--- src/rtl/mutex_pkg.sv ---
// mutex_pkg: shared FSM state type and requester IDs for the two-way mutex arbiter.
package mutex_pkg;

   typedef enum logic [1:0] {
      IDLE   = 2'd0,
      GRANT1 = 2'd1,
      GRANT2 = 2'd2
   } state_e;

   // Requester IDs as stored in the last_grant register.
   localparam logic REQ1 = 1'b0;
   localparam logic REQ2 = 1'b1;

endpackage

--- src/rtl/mutex_arbiter_req_sync.sv ---
// req_sync: N-stage single-bit synchronizer with async reset to 0; N=0 is a plain wire.
module req_sync #(
   parameter int N = 2
) (
   input  logic clk,
   input  logic rst,
   input  logic d_i,
   output logic q_o
);

   if (N == 0) begin : g_bypass
      assign q_o = d_i;
   end else begin : g_sync
      logic [N-1:0] sync_q;
      logic [N:0]   chain_d;
      assign chain_d = {sync_q, d_i};
      always_ff @(posedge clk or posedge rst) begin
         if (rst) sync_q <= '0;
         else     sync_q <= chain_d[N-1:0];
      end
      assign q_o = sync_q[N-1];
   end

endmodule

--- src/rtl/mutex_arbiter.sv ---
// mutex_arbiter: clocked two-way mutual exclusion with synchronized requests,
// alternating tie-break and a mandatory idle guard cycle between grants.
module mutex_arbiter
   import mutex_pkg::*;
#(
   parameter int SYNC_STAGES = 2
) (
   input  logic clk,
   input  logic rst,
   input  logic r1,
   input  logic r2,
   output logic g1,
   output logic g2
);

   logic   r1s, r2s;
   state_e state_q, state_d;
   logic   last_q, last_d;
   logic   g1_q, g2_q;

   req_sync #(.N(SYNC_STAGES)) u_sync_r1 (.clk(clk), .rst(rst), .d_i(r1), .q_o(r1s));
   req_sync #(.N(SYNC_STAGES)) u_sync_r2 (.clk(clk), .rst(rst), .d_i(r2), .q_o(r2s));

   // A grant state can only fall back to IDLE, which enforces the guard cycle.
   always_comb begin
      state_d = state_q;
      last_d  = last_q;
      unique case (state_q)
         IDLE:    state_d = (r1s && (!r2s || last_q == REQ2)) ? GRANT1 :
                            r2s ? GRANT2 : IDLE;
         GRANT1: begin
            state_d = r1s ? GRANT1 : IDLE;
            last_d  = r1s ? last_q : REQ1;
         end
         GRANT2: begin
            state_d = r2s ? GRANT2 : IDLE;
            last_d  = r2s ? last_q : REQ2;
         end
         default: state_d = IDLE;
      endcase
   end

   // Outputs are registered from the next state so grants appear on the same edge as the state.
   always_ff @(posedge clk or posedge rst) begin
      if (rst) begin
         state_q <= IDLE;
         last_q  <= REQ2;
         g1_q    <= 1'b0;
         g2_q    <= 1'b0;
      end else begin
         state_q <= state_d;
         last_q  <= last_d;
         g1_q    <= (state_d == GRANT1);
         g2_q    <= (state_d == GRANT2);
      end
   end

   assign g1 = g1_q;
   assign g2 = g2_q;

endmodule

--- config.mk ---
export PLATFORM = sky130hd
export DESIGN_NAME = mutex_arbiter
export DESIGN_NICKNAME = d
export VERILOG_FILES = /design/src/rtl/mutex_pkg.sv /design/src/rtl/mutex_arbiter_req_sync.sv /design/src/rtl/mutex_arbiter.sv
export SDC_FILE = /design/constraint.sdc
export NUM_CORES = 1
export LEC_CHECK = 0
export ABC_AREA = 1
export CORE_AREA = 2 2 39 41
export DETAILED_ROUTE_END_ITERATION = 10
export DIE_AREA = 0 0 41 43
export SLEW_MARGIN = 15
export SYNTH_ARGS = -nofsm -noshare
export SYNTH_HDL_FRONTEND = slang
export SYNTH_HIERARCHICAL = 1
export SYNTH_SLANG_ARGS = --single-unit
--- constraint.sdc ---
create_clock -name clk -period 1.16 [get_ports clk]
set_input_delay 0.348 -clock clk [delete_from_list [all_inputs] [get_ports clk]]
set_output_delay 0.348 -clock clk [all_outputs]
set_load 0.05 [all_outputs]
==> results.json <==
{
  "status": "finished, final reports clean",
  "initial_utilization": 0.232,
  "ys_seq_elements": 9,
  "die_width_um": 41,
  "nets": 43,
  "cts_buffers": 3,
  "fin_crit_sh": 0.989,
  "yosys_warnings": 6,
  "hold_violations": 0,
  "clk_pin_slew_worst_paths_ns": 0.05,
  "r2r_end": "state_q[1]$_DFF_PP0_",
  "cts_tree": "yes",
  "synthesis.nets": 33,
  "synth_area_leaders": "dfrtp_1 62%, inv_1 11%, dfstp_2 8.2%, nand2_2 3.9%, nand2_1 3.5%",
  "vias": 209,
  "end_kind": "output port",
  "grt_first_pass_wirelength_um": 883,
  "post-route-util": 0.316,
  "drc_errors": 0,
  "fp-row-count": 14,
  "ant_nets": 0,
  "fillers": 144,
  "crit_family": "flip-flops",
  "totalWireLength_um": 487,
  "postCtsSetupBuffers": 0,
  "period_minus_slack_ns": 1.15,
  "crit_buf_inv": 1,
  "grt_pass1_vias": 229,
  "grt_overflow": 0,
  "p_seq_frac": 0.506,
  "drive_gt1_frac": 0.289,
  "setup_viol": 0,
  "layout_common_cells": "9 x inv_1, 8 x dfrtp_1, 3 x nand2_1, 3 x clkbuf_4, 3 x clkdlybuf4s50_1",
  "finalPower_w": 0.000752,
  "globalplace.congestion": 0.661,
  "r2r-start": "last_q$_DFFE_PP1P_",
  "cp.arrival_ns": 0.80,
  "syn_inst": 29,
  "slew_violations": 0,
  "p_sw_frac": 0.266,
  "hold_path_class": "in -> async",
  "hpwlAfterDp_um": 399,
  "critPathMaxStageDelay_ns": 0.40,
  "wl_per_cell_um": 9.02,
  "die_h_um": 43,
  "antenna_found_initial": 0,
  "worst_pin_slew_ns": 0.194,
  "drv_cap": 0,
  "worstPathMaxFanout": 1,
  "multi_input_area_um2": 57.6,
  "drt_iter0_markers": 3,
  "grt_max_degree": 6,
  "via_per_inst": 3.87,
  "crit_path_top_delay_cell": "dfrtp_1",
  "power_density_nw_per_um2": 1720,
  "reg2reg_depth": 3,
  "clock_skew_ns": 0.000347,
  "syn_avg_cell_area_um2": 11.1,
  "yosys.area.top_type_share": 0.623,
  "core_area_um2": 1380,
  "power_frac_comb": 0.197,
  "clkPwrFrac": 0.298,
  "clock_sinks": 9,
  "r2r_setup_slack_ns": 0.26,
  "yosysTopAreaCell": "dfrtp_1",
  "pin_count": 6,
  "start_kind": "register",
  "antenna_cells": 0,
  "yosysUniqueCellTypes": 11,
  "h-tree-depth": 1,
  "ys_seq_area_frac": 0.704,
  "dieArea_um2": 1760,
  "grt_usage": 0.0835,
  "post_cts_resize_count": 0,
  "drt_pass1_iterations": 4,
  "seq_area_um2": 226,
  "ir_drop_v": 0.000642,
  "setup.worst_path.class": "reg -> out",
  "max_freq_mhz": 872,
  "clockBufferDepth": 2,
  "path_cells": "buf_12",
  "required_ns": 0.81,
  "timing.slew.headroom": 0.871,
  "area_delta_synth_final_pct": 36.2,
  "leakage_nw": 0.230,
  "port_buffers": 5,
  "power_switching_w": 0.000200,
  "syn_area_um2": 322,
  "clock_latency_ns": 0.25,
  "rsz0062_at_grt": "yes",
  "intPower_w": 0.000552,
  "layout_commonest_cell": "inv_1",
  "clockRootBuffer": "clkbuf_4"
}
## flip-flops by register name (all words and copies together), names as in the netlist
register                 count
state_q                      2
u_sync_r1/g_sync.sync_q      2
u_sync_r2/g_sync.sync_q      2
g1                           1
g2                           1
last_q                       1
## layer usage
layer  track usage  part of all wire  up-vias
met2         0.125              0.59        8
li1              -                 -       99
met3        0.0157             0.055        0
met5             0                 0        -
met1        0.0808              0.36      102
met4         0.100                 0        0
## worst max-delay path by stage
stage / from / to / slack [ns] / cells after the start
6_report: g1$_DFF_PP0_ / g1 / 0.01 / 1
5_1_grt: g2$_DFF_PP0_ / g2 / -0.02 / 1
4_1_cts: g1$_DFF_PP0_ / g1 / -0.006 / 1
3_5_place_dp: last_q$_DFFE_PP1P_ / state_q[1]$_DFF_PP0_ / 0.27 / 3
3_3_place_gp: g2$_DFF_PP0_ / g2 / 0.28 / 1
2_1_floorplan: g1$_DFF_PP0_ / g1 / 0.23 / 0
## cell families after synthesis
kind of cell,count (synthesis),synth area share
compound gates,2,0.0545
buf+inv,10,0.117
flops,9,0.704
simple gates,8,0.124
## synthesized netlist by cell type, drive strengths merged
master and count:
a21oi 1, dfrtp 8, dfstp 1, inv 10, nand2 5, nand3 1
nand3b 1, nor2 1, o21ai 1
## power groups by stage
stage	Combinational, W	Sequential, W	Clock, W
global placement	0.000147	0.000383	0
floorplan	0.0000591	0.000407	0
global route	0.000158	0.000386	0.000251
detailed placement	0.000149	0.000385	0
CTS	0.000149	0.000380	0.000239
finish	0.000148	0.000380	0.000224
## through the flow
step	TNS [ns]	instances	setup WS (ns)	cell area (um2)	hold WS, ns
floorplan	0	29	0.226	322	0.0892
global placement	0	50	0.285	412	0.335
detailed placement	0	50	0.272	412	0.339
CTS	-0.00592	54	-0.00592	438	0.297
global route	-0.0373	54	-0.0204	438	0.314
finish	0	54	0.0132	438	0.305
## layout make-up
| cell class | instances | area share |
|---|---|---|
| Multi-Input combinational cell | 10 | 0.131 |
| Timing Repair Buffer | 5 | 0.160 |
| Clock buffer | 4 | 0.0600 |
| Tap cell | 16 | 0.0457 |
| Inverter | 10 | 0.0857 |
| Sequential cell | 9 | 0.517 |
## timing repair
| action | 4_1_cts | 5_1_grt |
|---|---|---|
| endpoints found under the setup margin | 1 | 2 |
| hold buffers | 0 | 0 |
| gates cloned | 0 | 0 |
Note: power is estimated with default switching activity, not from simulation.
